[src/rtl/is31_i2c_pkg.sv]
// Shared types and register constants for the IS31FL3731 I2C target emulation.
`timescale 1ns/1ps
package is31_i2c_pkg;

    // Bus-side protocol states of the target.
    typedef enum logic [3:0] {
        IDLE,
        ADDR,
        ADDR_ACK,
        LOC,
        LOC_ACK,
        WDATA,
        WDATA_ACK,
        RDATA,
        RDATA_ACK
    } state_t;

    // Writing to this location selects the page instead of touching a register.
    localparam logic [7:0] LOC_COMMAND_REGISTER   = 8'hFD;
    // Page holding the function registers (configuration, shutdown, ...).
    localparam logic [7:0] PAGE_FUNCTION_REGISTER = 8'h0B;

endpackage

[src/rtl/is31_i2c_bus_monitor.sv]
// Synchronizes raw SCL/SDA and turns them into single-cycle bus event strobes.
`timescale 1ns/1ps
module i2c_bus_monitor #(
    parameter int SYNC_STAGES = 2
) (
    input  logic clk,
    input  logic reset,
    input  logic scl_i,
    input  logic sda_i,
    output logic scl_rise,
    output logic scl_fall,
    output logic start,
    output logic stop,
    output logic sda_level
);

    logic [SYNC_STAGES-1:0] scl_sync;
    logic [SYNC_STAGES-1:0] sda_sync;
    logic                   scl_prev;
    logic                   sda_prev;
    logic                   scl_s;
    logic                   sda_s;

    assign scl_s = scl_sync[SYNC_STAGES-1];
    assign sda_s = sda_sync[SYNC_STAGES-1];

    // Synchronizer chains reset to the idle-high bus level so leaving reset
    // never produces a phantom edge; strobes are registered, giving a
    // pin-to-strobe latency of SYNC_STAGES+1 cycles.
    always_ff @(posedge clk or posedge reset) begin
        if (reset) begin
            scl_sync  <= '1;
            sda_sync  <= '1;
            scl_prev  <= 1'b1;
            sda_prev  <= 1'b1;
            scl_rise  <= 1'b0;
            scl_fall  <= 1'b0;
            start     <= 1'b0;
            stop      <= 1'b0;
            sda_level <= 1'b1;
        end else begin
            scl_sync  <= {scl_sync[SYNC_STAGES-2:0], scl_i};
            sda_sync  <= {sda_sync[SYNC_STAGES-2:0], sda_i};
            scl_prev  <= scl_s;
            sda_prev  <= sda_s;
            scl_rise  <= scl_s & ~scl_prev;
            scl_fall  <= ~scl_s & scl_prev;
            start     <= scl_s & scl_prev & sda_prev & ~sda_s;
            stop      <= scl_s & scl_prev & ~sda_prev & sda_s;
            sda_level <= sda_s;
        end
    end

endmodule

[src/rtl/is31_i2c_target.sv]
// I2C target emulating the IS31FL3731 register interface: page select via 0xFD,
// auto-incrementing writes and reads, presented as register-file strobes.
//
// Local strobe interface: wr_valid and rd_req are single-cycle strobes with no
// back-pressure (there is no ready); wr_* stay stable until the next wr_valid,
// rd_page/rd_addr until the next rd_req, and rd_data is sampled exactly one
// cycle after rd_req.
`timescale 1ns/1ps
module is31_i2c_target
    import is31_i2c_pkg::*;
#(
    parameter logic [6:0] ADDRESS     = 7'h74,
    parameter int         SYNC_STAGES = 2
) (
    input  logic       clk,
    input  logic       reset,
    input  logic       scl_i,
    input  logic       sda_i,
    output logic       sda_o,
    output logic       sda_e,
    output logic [7:0] page,
    output logic       wr_valid,
    output logic [7:0] wr_page,
    output logic [7:0] wr_addr,
    output logic [7:0] wr_data,
    output logic       rd_req,
    output logic [7:0] rd_page,
    output logic [7:0] rd_addr,
    input  logic [7:0] rd_data,
    output logic       active,
    output state_t     state_dbg
);

    logic scl_rise, scl_fall, start, stop, sda_level;

    i2c_bus_monitor #(.SYNC_STAGES(SYNC_STAGES)) u_mon (
        .clk       (clk),
        .reset     (reset),
        .scl_i     (scl_i),
        .sda_i     (sda_i),
        .scl_rise  (scl_rise),
        .scl_fall  (scl_fall),
        .start     (start),
        .stop      (stop),
        .sda_level (sda_level)
    );

    state_t     state, state_n;
    logic [2:0] cnt, cnt_n;
    logic [7:0] shreg, shreg_n;
    logic [7:0] loc, loc_n;
    logic [7:0] page_n;
    logic       rw, rw_n;
    logic       sda_e_n, active_n, rd_pend;
    logic       wr_valid_n, rd_req_n;
    logic [7:0] wr_page_n, wr_addr_n, wr_data_n, rd_page_n, rd_addr_n;
    logic [7:0] byte_in;

    assign sda_o     = 1'b0;
    assign state_dbg = state;
    assign byte_in   = {shreg[6:0], sda_level};

    // Register all protocol state; async reset releases SDA immediately.
    always_ff @(posedge clk or posedge reset) begin
        if (reset) begin
            state    <= IDLE;
            cnt      <= 3'd0;
            shreg    <= 8'h00;
            loc      <= 8'h00;
            page     <= 8'h00;
            rw       <= 1'b0;
            sda_e    <= 1'b0;
            active   <= 1'b0;
            rd_pend  <= 1'b0;
            wr_valid <= 1'b0;
            wr_page  <= 8'h00;
            wr_addr  <= 8'h00;
            wr_data  <= 8'h00;
            rd_req   <= 1'b0;
            rd_page  <= 8'h00;
            rd_addr  <= 8'h00;
        end else begin
            state    <= state_n;
            cnt      <= cnt_n;
            shreg    <= shreg_n;
            loc      <= loc_n;
            page     <= page_n;
            rw       <= rw_n;
            sda_e    <= sda_e_n;
            active   <= active_n;
            rd_pend  <= rd_req;
            wr_valid <= wr_valid_n;
            wr_page  <= wr_page_n;
            wr_addr  <= wr_addr_n;
            wr_data  <= wr_data_n;
            rd_req   <= rd_req_n;
            rd_page  <= rd_page_n;
            rd_addr  <= rd_addr_n;
        end
    end

    // Next-state and datapath decisions, driven by the bus event strobes.
    always_comb begin
        state_n    = state;
        cnt_n      = cnt;
        shreg_n    = shreg;
        loc_n      = loc;
        page_n     = page;
        rw_n       = rw;
        sda_e_n    = sda_e;
        active_n   = active;
        wr_valid_n = 1'b0;
        wr_page_n  = wr_page;
        wr_addr_n  = wr_addr;
        wr_data_n  = wr_data;
        rd_req_n   = 1'b0;
        rd_page_n  = rd_page;
        rd_addr_n  = rd_addr;

        // Read data arrives one cycle after the request; the pointer advances
        // only once the byte is actually fetched.
        if (rd_pend) begin
            shreg_n = rd_data;
            loc_n   = loc + 8'd1;
        end

        if (stop) begin
            state_n  = IDLE;
            sda_e_n  = 1'b0;
            active_n = 1'b0;
            cnt_n    = 3'd0;
        end else if (start) begin
            // A partial byte is simply dropped: nothing was committed yet.
            state_n  = ADDR;
            sda_e_n  = 1'b0;
            active_n = 1'b0;
            cnt_n    = 3'd0;
        end else begin
            case (state)
                ADDR: begin
                    if (scl_rise) begin
                        shreg_n = byte_in;
                        cnt_n   = cnt + 3'd1;
                        if (cnt == 3'd7) begin
                            if (byte_in[7:1] == ADDRESS) begin
                                state_n  = ADDR_ACK;
                                rw_n     = byte_in[0];
                                active_n = 1'b1;
                            end else begin
                                state_n = IDLE;
                            end
                        end
                    end
                end
                ADDR_ACK, LOC_ACK, WDATA_ACK: begin
                    // First fall after the byte pulls SDA low, the next one releases.
                    if (scl_fall) begin
                        if (!sda_e) begin
                            sda_e_n = 1'b1;
                        end else begin
                            sda_e_n = 1'b0;
                            state_n = (state == ADDR_ACK) ? LOC : WDATA;
                        end
                    end else if (scl_rise && sda_e && rw && state == ADDR_ACK) begin
                        // Read: fetch the first byte during the ACK high phase so
                        // it is ready for the fall that ends the ACK.
                        rd_req_n  = 1'b1;
                        rd_page_n = page;
                        rd_addr_n = loc;
                        state_n   = RDATA;
                        cnt_n     = 3'd0;
                    end
                end
                LOC: begin
                    if (scl_rise) begin
                        shreg_n = byte_in;
                        cnt_n   = cnt + 3'd1;
                        if (cnt == 3'd7) begin
                            loc_n   = byte_in;
                            state_n = LOC_ACK;
                        end
                    end
                end
                WDATA: begin
                    if (scl_rise) begin
                        shreg_n = byte_in;
                        cnt_n   = cnt + 3'd1;
                        if (cnt == 3'd7) begin
                            if (loc == LOC_COMMAND_REGISTER) begin
                                page_n = byte_in;
                            end else begin
                                wr_valid_n = 1'b1;
                                wr_page_n  = page;
                                wr_addr_n  = loc;
                                wr_data_n  = byte_in;
                            end
                            loc_n   = loc + 8'd1;
                            state_n = WDATA_ACK;
                        end
                    end
                end
                RDATA: begin
                    if (scl_fall) begin
                        sda_e_n = ~shreg[7];
                        shreg_n = {shreg[6:0], 1'b0};
                        cnt_n   = cnt + 3'd1;
                        if (cnt == 3'd7) state_n = RDATA_ACK;
                    end
                end
                RDATA_ACK: begin
                    // cnt==1 marks that SDA was released, so the next rise is the
                    // master's ACK bit rather than the tail of data bit 0.
                    if (scl_fall) begin
                        sda_e_n = 1'b0;
                        cnt_n   = 3'd1;
                    end else if (scl_rise && cnt == 3'd1) begin
                        cnt_n = 3'd0;
                        if (!sda_level) begin
                            rd_req_n  = 1'b1;
                            rd_page_n = page;
                            rd_addr_n = loc;
                            state_n   = RDATA;
                        end else begin
                            state_n = IDLE;
                        end
                    end
                end
                default: ;
            endcase
        end
    end

endmodule

[config.mk]
export PLATFORM = sky130hd
export DESIGN_NAME = is31_i2c_target
export DESIGN_NICKNAME = d
export VERILOG_FILES = /design/src/rtl/is31_i2c_pkg.sv /design/src/rtl/is31_i2c_bus_monitor.sv /design/src/rtl/is31_i2c_target.sv
export SDC_FILE = /design/constraint.sdc
export NUM_CORES = 1
export LEC_CHECK = 0
export ABC_CLOCK_PERIOD_IN_PS = 3400
export BUFFER_PORTS_ARGS = -buffer_cell sky130_fd_sc_hd__buf_2
export CAP_MARGIN = 10
export CORE_MARGIN = 1.5
export CORE_UTILIZATION = 50
export CTS_CLUSTER_DIAMETER = 30
export CTS_CLUSTER_SIZE = 24
export DETAILED_ROUTE_END_ITERATION = 10
export PLACE_DENSITY = 0.75
export SLEW_MARGIN = 40
export SYNTH_ARGS = -nofsm -noshare
export SYNTH_HDL_FRONTEND = slang
export SYNTH_SLANG_ARGS = --single-unit
export TNS_END_PERCENT = 5
[constraint.sdc]
create_clock -name clk -period 3.4 [get_ports clk]
set_input_delay 1.02 -clock clk [delete_from_list [all_inputs] [get_ports clk]]
set_output_delay 1.02 -clock clk [all_outputs]
set_load 0.02 [all_outputs]
[Yosys cells after proc, flatten, opt, wreduce, memory -nomap -nowiden]
Cells that the tools add are included.
Storage, ports and cells
  flip-flop bits (word level): 87
  bits of input ports: 12
  output and inout port bits: 57
  logic and storage cells: 179
Cells by class
  $add $sub $neg: 2
  eq/ne operators: 35
  muxes and demuxes: 81
  bitwise logic cells: 15
  reductions and logical operators: 22
Operators with widths (number)
  8-bit two-way mux: 22
  8-bit case mux with 2 select lines: 4
  4-bit two-way mux: 15
  3-bit two-way mux: 10
  4-bit by 1-bit inequality test with 1-bit output, second input constant: 7
  1-bit two-way mux: 25
  4-bit by 2-bit inequality test with 1-bit output, second input constant: 6
  4-bit case mux with 6 select lines: 1
  6-bit AND reduction: 4
  4-bit by 3-bit equality test with 1-bit output, second input constant: 4
  13-bit AND reduction: 1
  3-bit case mux with 4 select lines: 1
  3-bit nonzero test: 4
  2-bit inequality test, second input constant: 5
  5-bit by 2-bit inequality test with 1-bit output, second input constant: 2
  8-bit by 1-bit adder with 8-bit output, second input constant: 1
  4-bit by 2-bit equality test with 1-bit output, second input constant: 2
  8-bit equality test, second input constant: 1
  4-bit inequality test, second input constant: 2
  1-bit NOT: 8
  4-bit AND reduction: 2
  8-bit AND reduction: 1
  8-bit nonzero test: 1
  1-bit AND: 7
  15 further kinds: 19

[Depth between registers and ports, before layout]
  word-level depth: 8
  depth in mapped cells: 8
  depth with buffers taken out: 7

[By module]
Synthesis repeated with hierarchy kept, for this count alone.
Second synthesis, totals
  cells, all modules: 348
  area total of the unflattened synthesis: 4171.5 µm²
Modules (own cells, without submodules)
  is31_i2c_target: times used 1, cells each 333, area each 3877.5 µm²
  i2c_bus_monitor: times used 1, cells each 15, area each 294.0 µm²

[Worst setup path after synthesis]
No wires, ideal clock.
  kind: flip-flop to flip-flop
  from: register cnt[0]
  to: register page[0]
  arrival time: 1.779 ns
  data required time: 3.275 ns
  slack: 1.497 ns
  cell stages (with the launch flop): 8
  buffers on the path: 1
  clock period less this slack: 1.903 ns
  cells stage by stage: dfrtp_1 > ha_1 > ha_1 > and3b_2 > and3_1 > buf_4 > nand3_4 > mux2_2
On the way
  longest elaborated chain between the ends: 2
RTL lines
  start, declared: line is31_i2c_target.sv:49  | logic [2:0] cnt, cnt_n;
  start signal, assigned: line is31_i2c_target.sv:84  | cnt <= cnt_n;
  3-bit equality test: line is31_i2c_target.sv:188  | if (cnt == 3'd7) begin
  6-bit AND reduction (no source line)
  end signal, assigned: line is31_i2c_target.sv:87  | page <= page_n;
  end, declared: line is31_i2c_target.sv:21  | output logic [7:0] page,
Every way passes these cells.
A chain may end at the register's enable or synchronous reset.

[Worst setup path in the final report]
  from: register state[2], in the netlist state_dbg[2]
  to: register wr_data[2]
On the way
  longest elaborated chain between the ends: 2
RTL lines
  start, declared: line is31_i2c_target.sv:48  | state_t state, state_n;
  start signal, assigned: line is31_i2c_target.sv:83  | state <= state_n;
  4-bit by 3-bit equality test with 1-bit output: line is31_i2c_target.sv:139  | case (state)
  6-bit AND reduction (no source line)
  end signal, assigned: line is31_i2c_target.sv:95  | wr_data <= wr_data_n;
  end, declared: line is31_i2c_target.sv:25  | output logic [7:0] wr_data,
Every way passes these cells.

==> metrics.md <==
| Metric | Value |
|---|---|
| 1st-iter DRT viols | 250 |
| Post-synth EDFFs | 0 |
| Max cap viols | 0 |
| Post-synth top area share | 0.470 |
| CP max FO | 25 |
| Via Count | 3,051 |
| H-tree Lvls | 3 |
| Period utilisation layout | 0.747 |
| Place WS | 0.898 ns |
| Maximum root-to-sink buffer count | 2 |
| Power density cells | 382 nW/um^2 |
| Die Y | 95.9 um |
| Critical R2R Capture | wr_data[2] |
| Drc violations | 0 |
| Critical path endpoint | wr_data[2] |
| Die area | 9190 um^2 |
| FFs w/ async S/R, synth | 1.00 |
| Routability cong. | 0.875 |
| Logic pwr share | 0.035 |
| Setup TNS Final | 0 ns |
| Synth Register Bits | 87 |
| Slew Limit Fails | 0 |
| Detailed Routing Iterations Pass 1 | 4 |
| Sink Count | 87 |
| Status | completed |
| Hold Vio Cnt, Final | 0 |
| Cell variety after synth | 76 |
| Vias per cell | 5.76 |
| Register share of total power | 0.574 |
| FP Rows | 33 |
| Register area share after synthesis | 0.507 |
| CP Capture Type | register |
| Leakage power | 2.43 nW |
| Int Pwr | 1.43 mW |
| Routed Wire Length | 9.11 mm |
| FF+latch area | 2190 um^2 |
| Routed wire length per instance | 17.2 um |
| Number of global-route vias before repair | 2,883 |
| Final Power | 1.85 mW |
| Multi-input gate area | 1940 um^2 |
| Post-CTS Hold Fix Bufs | 0 |
| DIE WIDTH | 95.9 um |
| Register-to-Register Path Depth | 4 |
| Starting Density | 0.519 |
| Post-synth top area cell | dfrtp_1 |
| DP HPWL | 6.38 mm |
| Net Sw Power | 0.427 mW |
| Post-CTS Setup Bufs | 0 |
| CTS root buffer | clkbuf_8 |
| Hold WC Path Type | register to register |
| R2r setup slk | 0.86 ns |
| Synth Warn # | 0 |
| Setup violations, final | 0 |
| Critical Path AT | 2.78 ns |
| Critical Path Start Type | register |
| Post-Synthesis Cells | 363 |
| Clk pwr share | 0.391 |
| Syn avg cell area | 11.9 um^2 |
| Final instance area | 4850 um^2 |
| Clock latency on the worst-skew pair | 0.36 ns |
| First-pass GRT wire length | 14.9 mm |
| RSZ-0062 raised after global routing | no |
| Post-synthesis net count | 380 |
| Port Buf Inserts | 67 |
| Most area-consuming cells after synthesis | dfrtp_1 (47%), mux2_2 (7.6%), mux2_4 (3.8%) |
| Fin worst setup slack | 0.861 ns |
| DP Area | 4650 um^2 |
| Critical Path RT | 3.64 ns |
| Worst setup path startpoint | state_dbg[2] |
| Antenna violations before repair | 0 |
| Number of diodes | 0 |
| Area Growth Syn to Fin | 12.5% |
| Overall routing resource usage | 0.215 |
| Final net count | 438 |
| Overflow after GRT | 0 |
| CP Class | register to register |
| Post-cts resize count | 0 |
| Total CTS buffers | 9 |
| Top cells by count, synth | dfrtp_1 (81), mux2_2 (29), nor2_1 (29) |
| # IOs | 69 |
| Clock transition at path regs | 0.09 ns |
| Filler cells | 702 |
| Most frequent cell after synthesis | dfrtp_1 |
| Max frequency | 0.394 GHz |
| Sw frac | 0.230 |
| Core Region | 8300 um^2 |
| Clock Skew | 0.00871 ns |
| Fraction of final layout cells sized beyond drive strength 1 | 0.365 |
| Utilization of the core after routing | 0.585 |
| Synthesized area | 4310 um^2 |
| R2r startpoint | state_dbg[2] |
| Largest net degree at the start of global routing | 34 |
| Max_slew headroom | 0.499 |
| Worst vdd ir | 0.241 mV |
| Slew @ Worst Pin | 0.750 ns |
| Top_reg_cell synth | dfrtp_1 |
| Post-layout minimum cycle time | 2.54 ns |
| CTS tree | done |
| DRT antenna net count | 0 |
==> routing by layer <==
layer,up-vias,global-route usage,wire (um)
li1,1416,-,-
met1,1516,0.305,4110
met2,104,0.322,4270
met3,15,0.0498,573
met4,0,0.0784,151
met5,-,0,0
==> final cells by class <==
| cell class | instances | area share |
|---|---|---|
| Clock buffer | 11 | 0.0291 |
| Clock inverter | 4 | 0.0111 |
| Inverter | 9 | 0.00722 |
| Tap cell | 105 | 0.0271 |
| Sequential cell | 87 | 0.451 |
| Timing Repair Buffer | 70 | 0.0738 |
| Multi-Input combinational cell | 244 | 0.401 |
==> worst max-delay path: stages (launching register included) <==
cell and delay [ns]:
dfrtp_1 0.83, and2b_2 0.35, nand4_2 0.19, nor2_4 0.63, mux2_2 0.41
==> flip-flops by register name, summed over array words and instances, names as in the netlist <==
| signal | count |
|---|---|
| cnt | 3 |
| sda_e | 1 |
| active | 1 |
| u_mon.sda_sync | 2 |
| u_mon.scl_sync | 2 |
| loc | 8 |
| rd_req | 1 |
| rw | 1 |
| u_mon.scl_prev | 1 |
| state_dbg | 4 |
| wr_valid | 1 |
| wr_data | 8 |
| wr_page | 8 |
| shreg | 8 |
| u_mon.scl_fall | 1 |
| rd_page | 8 |
| u_mon.stop | 1 |
| u_mon.scl_rise | 1 |
| u_mon.sda_level | 1 |
| rd_pend | 1 |
| wr_addr | 8 |
| page | 8 |
| u_mon.start | 1 |
| rd_addr | 8 |
==> stage by stage <==
| stage | hold WS [ns] | cells |
|---|---|---|
| 5_1_grt | 0.367 | 530 |
| 4_1_cts | 0.361 | 530 |
| 6_report | 0.360 | 530 |
| 3_3_place_gp | 0.346 | 515 |
| 2_1_floorplan | 0.345 | 363 |
| 3_5_place_dp | 0.349 | 515 |
==> power by group through the flow <==
stage / combinational, mW / clock (mW) / sequential [mW]
after floorplan: 0.0520 / 0 / 1.07
after global placement: 0.0656 / 0 / 1.08
after detailed placement: 0.0662 / 0 / 1.08
after CTS: 0.0669 / 0.746 / 1.06
after global routing: 0.0740 / 0.784 / 1.07
final: 0.0651 / 0.724 / 1.06
==> cells in the final DEF, fill, tap and decap left out, types with 8 or more instances in the layout <==
cell type / instances
a21oi_1: 23
buf_2: 67
clkbuf_8: 10
dfrtp_1: 79
inv_1: 8
mux2_1: 9
mux2_2: 29
mux2_4: 11
mux2i_1: 12
nand2_1: 16
nand3_1: 8
nor2_1: 29
==> worst min-delay path by stage <==
stage                 startpoint                 to  slack (ns)  cells after the start
5_1_grt        u_mon.scl_sync[0]  u_mon.scl_sync[1]        0.37                      0
6_report       u_mon.sda_sync[0]  u_mon.sda_sync[1]        0.36                      0
3_5_place_dp   u_mon.sda_sync[0]  u_mon.sda_sync[1]        0.35                      0
3_3_place_gp   u_mon.sda_sync[0]  u_mon.sda_sync[1]        0.35                      0
4_1_cts        u_mon.sda_sync[0]  u_mon.sda_sync[1]        0.36                      0
2_1_floorplan  u_mon.scl_sync[0]  u_mon.scl_sync[1]        0.35                      0
==> logic make-up after synthesis <==
kind of cell | Yosys count | synth area share
AO/OA/AOI/OAI | 73 | 0.124
XOR/XNOR | 8 | 0.0163
adder cells (fa/ha/maj) | 5 | 0.0145
buffers and inverters | 32 | 0.0421
flip-flops | 87 | 0.507
multiplexers | 61 | 0.165
other | 1 | 0.000870
AND/OR/NAND/NOR | 96 | 0.130
Note: power is estimated with default switching activity, not from simulation.
